File: src/rtl/miner_job_feeder_if.sv
// Job/core/result signal bundle for miner_job_feeder.
// master = the feeder itself, slave = host plus mining core.
interface miner_job_feeder_if;

  logic         job_valid;
  logic         job_ready;
  logic [255:0] job_midstate;
  logic [511:0] job_header;
  logic         abort;

  logic         start_found;
  logic         shift_in_enable;
  logic [31:0]  out_word;

  logic         sol_claim;
  logic [31:0]  sol_nonce;
  logic         sol_response;

  logic         result_valid;
  logic         result_ready;
  logic         result_found;
  logic [31:0]  result_nonce;

  modport master (
    input  job_valid,
    input  job_midstate,
    input  job_header,
    input  abort,
    input  sol_claim,
    input  sol_nonce,
    input  result_ready,
    output job_ready,
    output start_found,
    output shift_in_enable,
    output out_word,
    output sol_response,
    output result_valid,
    output result_found,
    output result_nonce
  );

  modport slave (
    output job_valid,
    output job_midstate,
    output job_header,
    output abort,
    output sol_claim,
    output sol_nonce,
    output result_ready,
    input  job_ready,
    input  start_found,
    input  shift_in_enable,
    input  out_word,
    input  sol_response,
    input  result_valid,
    input  result_found,
    input  result_nonce
  );

endinterface

File: src/rtl/miner_job_feeder.sv
// Streams one mining job to the core word by word, waits for a
// golden nonce or a timeout, and reports the outcome upstream.
module miner_job_feeder #(
  parameter int unsigned GAP_CYCLES     = 0,
  parameter int unsigned TIMEOUT_CYCLES = 16777216,
  parameter int unsigned TMR_W          = 32
) (
  input  logic                clk,
  input  logic                rst,
  miner_job_feeder_if.master  bus
);

  typedef enum logic [2:0] {
    IDLE,
    START,
    SEND_MID,
    SEND_HEAD,
    WAIT_SOL,
    ACK,
    REPORT
  } state_t;

  localparam logic [TMR_W-1:0] TMR_ONE  = TMR_W'(1);
  localparam logic [TMR_W-1:0] GAP_LD   = TMR_W'(GAP_CYCLES);
  localparam logic [TMR_W-1:0] TMO_LAST = TMR_W'(TIMEOUT_CYCLES - 1);
  localparam logic [4:0]       LAST_MID = 5'd7;
  localparam logic [4:0]       LAST_WRD = 5'd23;

  state_t           state_q, state_d;
  // midstate then header, shifted left one word per strobe
  logic [767:0]     job_q, job_d;
  logic [4:0]       idx_q, idx_d;
  // gap countdown while sending, timeout count-up while waiting
  logic [TMR_W-1:0] tmr_q, tmr_d;
  logic             found_q, found_d;
  logic [31:0]      nonce_q, nonce_d;

  logic sending;
  logic strobe;
  logic abort_hit;
  logic in_report;

  // Decode of the current state shared by next-state and outputs.
  always_comb begin
    sending   = (state_q == SEND_MID) || (state_q == SEND_HEAD);
    strobe    = sending && (tmr_q == '0);
    in_report = (state_q == REPORT);
    abort_hit = bus.abort && (state_q != IDLE) && !in_report;
  end

  // Next-state and datapath update; abort overrides everything.
  always_comb begin
    state_d = state_q;
    job_d   = job_q;
    idx_d   = idx_q;
    tmr_d   = tmr_q;
    found_d = found_q;
    nonce_d = nonce_q;
    unique case (state_q)
      IDLE: begin
        if (bus.job_valid) begin
          job_d   = {bus.job_midstate, bus.job_header};
          idx_d   = '0;
          tmr_d   = '0;
          found_d = 1'b0;
          nonce_d = '0;
          state_d = START;
        end
      end
      START: begin
        state_d = SEND_MID;
      end
      SEND_MID, SEND_HEAD: begin
        if (strobe) begin
          job_d = {job_q[735:0], 32'h0};
          if (idx_q == LAST_WRD) begin
            tmr_d   = '0;
            state_d = WAIT_SOL;
          end else begin
            idx_d = idx_q + 5'd1;
            tmr_d = GAP_LD;
            if (idx_q == LAST_MID) begin
              state_d = SEND_HEAD;
            end
          end
        end else begin
          tmr_d = tmr_q - TMR_ONE;
        end
      end
      WAIT_SOL: begin
        if (bus.sol_claim) begin
          nonce_d = bus.sol_nonce;
          found_d = 1'b1;
          state_d = ACK;
        end else if (tmr_q == TMO_LAST) begin
          nonce_d = '0;
          found_d = 1'b0;
          state_d = REPORT;
        end else begin
          tmr_d = tmr_q + TMR_ONE;
        end
      end
      ACK: begin
        state_d = REPORT;
      end
      REPORT: begin
        if (bus.result_ready) begin
          state_d = IDLE;
        end
      end
      default: begin
        state_d = IDLE;
      end
    endcase
    if (abort_hit) begin
      state_d = IDLE;
      idx_d   = '0;
      tmr_d   = '0;
    end
  end

  // State and datapath registers.
  always_ff @(posedge clk or posedge rst) begin
    if (rst) begin
      state_q <= IDLE;
      job_q   <= '0;
      idx_q   <= '0;
      tmr_q   <= '0;
      found_q <= 1'b0;
      nonce_q <= '0;
    end else begin
      state_q <= state_d;
      job_q   <= job_d;
      idx_q   <= idx_d;
      tmr_q   <= tmr_d;
      found_q <= found_d;
      nonce_q <= nonce_d;
    end
  end

  // Strobes drop in the same cycle an abort is seen.
  assign bus.job_ready       = (state_q == IDLE);
  assign bus.start_found     = (state_q == START) && !abort_hit;
  assign bus.shift_in_enable = strobe && !abort_hit;
  assign bus.out_word        = bus.shift_in_enable ? job_q[767:736] : 32'h0;
  assign bus.sol_response    = (state_q == ACK) && !abort_hit;
  assign bus.result_valid    = in_report;
  assign bus.result_found    = in_report && found_q;
  assign bus.result_nonce    = (in_report && found_q) ? nonce_q : 32'h0;

endmodule

File: src/flat_wrapper.sv
// flat-port wrapper written by rule: the top's interface ports become plain ports
module miner_job_feeder_flat 
#(
  parameter int unsigned GAP_CYCLES     = 0,
  parameter int unsigned TIMEOUT_CYCLES = 16777216,
  parameter int unsigned TMR_W          = 32
)
  (clk, rst, bus_job_valid, bus_job_midstate, bus_job_header, bus_abort, bus_sol_claim, bus_sol_nonce, bus_result_ready, bus_job_ready, bus_start_found, bus_shift_in_enable, bus_out_word, bus_sol_response, bus_result_valid, bus_result_found, bus_result_nonce);
  miner_job_feeder_if bus_i ();
  input  logic clk;
  input  logic rst;
  input wire logic [$bits(bus_i.job_valid)-1:0] bus_job_valid;
  input wire logic [$bits(bus_i.job_midstate)-1:0] bus_job_midstate;
  input wire logic [$bits(bus_i.job_header)-1:0] bus_job_header;
  input wire logic [$bits(bus_i.abort)-1:0] bus_abort;
  input wire logic [$bits(bus_i.sol_claim)-1:0] bus_sol_claim;
  input wire logic [$bits(bus_i.sol_nonce)-1:0] bus_sol_nonce;
  input wire logic [$bits(bus_i.result_ready)-1:0] bus_result_ready;
  output wire logic [$bits(bus_i.job_ready)-1:0] bus_job_ready;
  output wire logic [$bits(bus_i.start_found)-1:0] bus_start_found;
  output wire logic [$bits(bus_i.shift_in_enable)-1:0] bus_shift_in_enable;
  output wire logic [$bits(bus_i.out_word)-1:0] bus_out_word;
  output wire logic [$bits(bus_i.sol_response)-1:0] bus_sol_response;
  output wire logic [$bits(bus_i.result_valid)-1:0] bus_result_valid;
  output wire logic [$bits(bus_i.result_found)-1:0] bus_result_found;
  output wire logic [$bits(bus_i.result_nonce)-1:0] bus_result_nonce;
  assign bus_i.job_valid = bus_job_valid;
  assign bus_i.job_midstate = bus_job_midstate;
  assign bus_i.job_header = bus_job_header;
  assign bus_i.abort = bus_abort;
  assign bus_i.sol_claim = bus_sol_claim;
  assign bus_i.sol_nonce = bus_sol_nonce;
  assign bus_i.result_ready = bus_result_ready;
  assign bus_job_ready = bus_i.job_ready;
  assign bus_start_found = bus_i.start_found;
  assign bus_shift_in_enable = bus_i.shift_in_enable;
  assign bus_out_word = bus_i.out_word;
  assign bus_sol_response = bus_i.sol_response;
  assign bus_result_valid = bus_i.result_valid;
  assign bus_result_found = bus_i.result_found;
  assign bus_result_nonce = bus_i.result_nonce;
  miner_job_feeder #(.GAP_CYCLES(GAP_CYCLES), .TIMEOUT_CYCLES(TIMEOUT_CYCLES), .TMR_W(TMR_W)) u_core (.clk(clk), .rst(rst), .bus(bus_i));
endmodule
File: config.mk
export PLATFORM = sky130hd
export DESIGN_NAME = miner_job_feeder_flat
export DESIGN_NICKNAME = d
export VERILOG_FILES = /design/src/rtl/miner_job_feeder_if.sv /design/src/rtl/miner_job_feeder.sv /design/src/flat_wrapper.sv
export SDC_FILE = /design/constraint.sdc
export NUM_CORES = 2
export LEC_CHECK = 0
export CORE_AREA = 2 2 345 347
export DETAILED_ROUTE_END_ITERATION = 6
export DIE_AREA = 0 0 347 349
export HOLD_SLACK_MARGIN = 0.06
export RECOVER_POWER = 25
export SYNTH_ARGS = -nofsm -noshare
export SYNTH_HDL_FRONTEND = slang
export SYNTH_SLANG_ARGS = --single-unit
File: constraint.sdc
create_clock -name clk -period 67.3 [get_ports clk]
set_input_delay 10.095 -clock clk [delete_from_list [all_inputs] [get_ports clk]]
set_output_delay 10.095 -clock clk [all_outputs]
set_load 0.01 [all_outputs]
==> reports/results.tsv <==
metric	value	unit
synthToLayoutAreaGrowth	32.9	%
critPathArrivalTime	13.28	ns
path_clk_slew	0.06	ns
synth_compound_area_frac	0.152	
cts_max_path_buffers	3	
synthTopCellsByArea	dfrtp_1, nand2_1, a31oi_1, nor2_1, buf_2	
numCtsBuffers	97	
maxSlewViolCount	579	
dp.cells	6817	
tns	0	ns
worstPathMaxFanout	33	
grt_antenna_before_repair	71	
maxSlewHeadroom	-4.38	
vias	36500	
grt_max_degree	254	
fin_skew	0.0309	ns
initialDrtViolationCount	3607	
clockRootBuffer	clkbuf_16	
cts_tree	yes	
finalCritPeriodShare	0.347	
async_flop_share	1.00	
core_area	117000	µm²
hp-class	reg2reg	
synth.most_common_cell	nand2_1	
worstSkewPairLatency	0.69	ns
die_height	349	µm
synth_edf_count	0	
yosys.area_share.adder	0.000961	
rsz0062_at_grt	false	
power_frac_comb	0.425	
setup.worst_path.end_class	output pin	
cp-start-kind	input pin	
dp_hpwl	104000	µm
power_density	48.7	nW/µm²
hold_viol	0	
multiInputGateArea	16300	µm²
cts_setup_buffers	0	
p_leak	21.7	nW
nNetsFinal	6189	
seqCellArea	21000	µm²
synth_ff_type	dfrtp_1	
worst_pin_slew	8.07	ns
port_buffers	875	
yosysTopAreaCellShare	0.539	
synth_common_cells	nand2_1, dfrtp_1, nor2_1	
drt_wl_total	147000	µm
min_period	23.37	ns
die-area	121000	µm²
syn_nets	5563	
synth_mux_area_frac	0.00109	
seqPwrFrac	0.356	
clkSinkCount	841	
fmax	42.8	MHz
rows	126	
dr.pass1.iters	6	
synth_top_family_by_area	simple AND/OR/NAND/NOR gates	
fill_cells	11700	
ys_warn_count	0	
grt_pass1_vias	34900	
viasPerCell	5.17	
synth.distinct_cells	71	
grt_pass1_wl	217000	µm
outcome	complete, but fails checks	
grt_usage	0.234	
synth_area_leader_cell	dfrtp_1	
cts-htree-levels	3	
violations	capacitance limit, slew limit	
timing.hold.ws	0.466	ns
drc	0	
ir_worst_vdd	0.0467	mV
synth-simple-area-share	0.261	
final-setup-viol-count	0	
netlist_instances	4754	
post-place-ws	44.03	ns
setup_slack	43.93	ns
die_width	347	µm
routedWlPerCell	20.8	µm
syn_area	39000	µm²
p_sw	0.00107	W
start_util	0.332	
hold_buffers	0	
ys_seq_area_frac	0.539	
required	57.21	ns
p_clk_frac	0.220	
internal_power	0.00145	W
overflow	0	
ant_nets	0	
maxCapViolations	9	
synth-xor-area-share	0.00135	
critPathKind	in2out	
io_pins	876	
final_cells	7049	
drive_gt1_frac	0.0401	
cts.repair.resized	0	
place.gp.congestion	0.884	
syn_area_per_cell	8.21	µm²
swShare	0.425	
ys_ff_latch	841	
-- path summary, 6_finish.rpt --
path,from,cells after the start,slack (ns),to
min in group asynchronous,rst,2,11.40,u_core.job_q[717]
setup / recovery,bus_abort,6,43.93,bus_out_word[2]
hold reg to reg,u_core.job_q[16],2,0.47,u_core.job_q[16]
setup reg to reg,u_core.tmr_q[0],11,59.30,u_core.job_q[417]
max in group asynchronous,rst,5,46.28,u_core.job_q[381]
hold / removal,u_core.job_q[16],2,0.47,u_core.job_q[16]
-- layout make-up --
type	count	share of cell area
Antenna cell	53	0.00256
Clock buffer	137	0.0548
Clock inverter	42	0.00940
Inverter	11	0.000820
Multi-Input combinational cell	3509	0.314
Sequential cell	841	0.406
Tap cell	1536	0.0370
Timing Repair Buffer	920	0.176
-- metrics by stage --
stage	total power (W)	area [µm²]	utilization
finish	0.00253	51900	0.442
global placement	0.00196	48500	0.413
CTS	0.00254	51800	0.441
floorplan	0.00168	39000	-
detailed placement	0.00198	48500	0.413
global route	0.00273	51900	0.442
-- layer usage --
layer | vias up | GRT usage | part of all wire
li1 | 17400 | - | -
met1 | 17600 | 0.305 | 0.42
met2 | 1133 | 0.363 | 0.47
met3 | 272 | 0.0511 | 0.067
met4 | 20 | 0.123 | 0.045
met5 | - | 0 | 0.00078
-- power groups by stage --
stage	sequential (W)	combinational, W	clock, W
after global routing	0.000926	0.00122	0.000584
final	0.000899	0.00107	0.000555
after global placement	0.000895	0.00106	0
after CTS	0.000896	0.00108	0.000566
after detailed placement	0.000903	0.00108	0
after floorplan	0.000851	0.000827	0
-- worst max-delay path, cell delays in order --
cell,delay [ns]
dlygate4sd3_1,0.68
inv_1,0.21
nand2_1,0.40
nor2_2,1.08
and2_1,0.26
clkdlybuf4s50_1,0.53
-- registers in the layout, indices dropped and copies added, names as in the netlist --
| name | cells |
|---|---|
| u_core.tmr_q | 32 |
| u_core.job_q | 768 |
| u_core.nonce_q | 32 |
| u_core.idx_q | 5 |
| u_core.found_q | 1 |
| u_core.state_q | 3 |
-- placed cells by master, fill, tap and decap left out, types with 8 or more instances in the layout --
master,n
inv_1,10
a21oi_1,19
a31oi_1,752
clkdlybuf4s50_1,871
dfrtp_1,841
o31ai_1,10
nand3_1,54
nor3_1,32
clkinv_2,20
and3_1,44
o21ai_0,43
buf_4,33
and2_1,36
a22o_1,40
nor2_1,774
clkbuf_8,20
diode_2,53
clkbuf_1,24
nor4_1,9
nand2_1,1572
nand4_1,15
clkbuf_16,100
bufinv_16,8
-- kinds of logic after synthesis --
| group | Yosys count |
|---|---|
| AOI/OAI and AO/OA | 919 |
| adders and majority gates | 3 |
| buffers and inverters | 404 |
| and+or+nand+nor | 2577 |
| DFF | 841 |
| muxes | 4 |
| xor gates and xnor gates | 6 |
No activity file was read; power rests on OpenSTA's default activity.
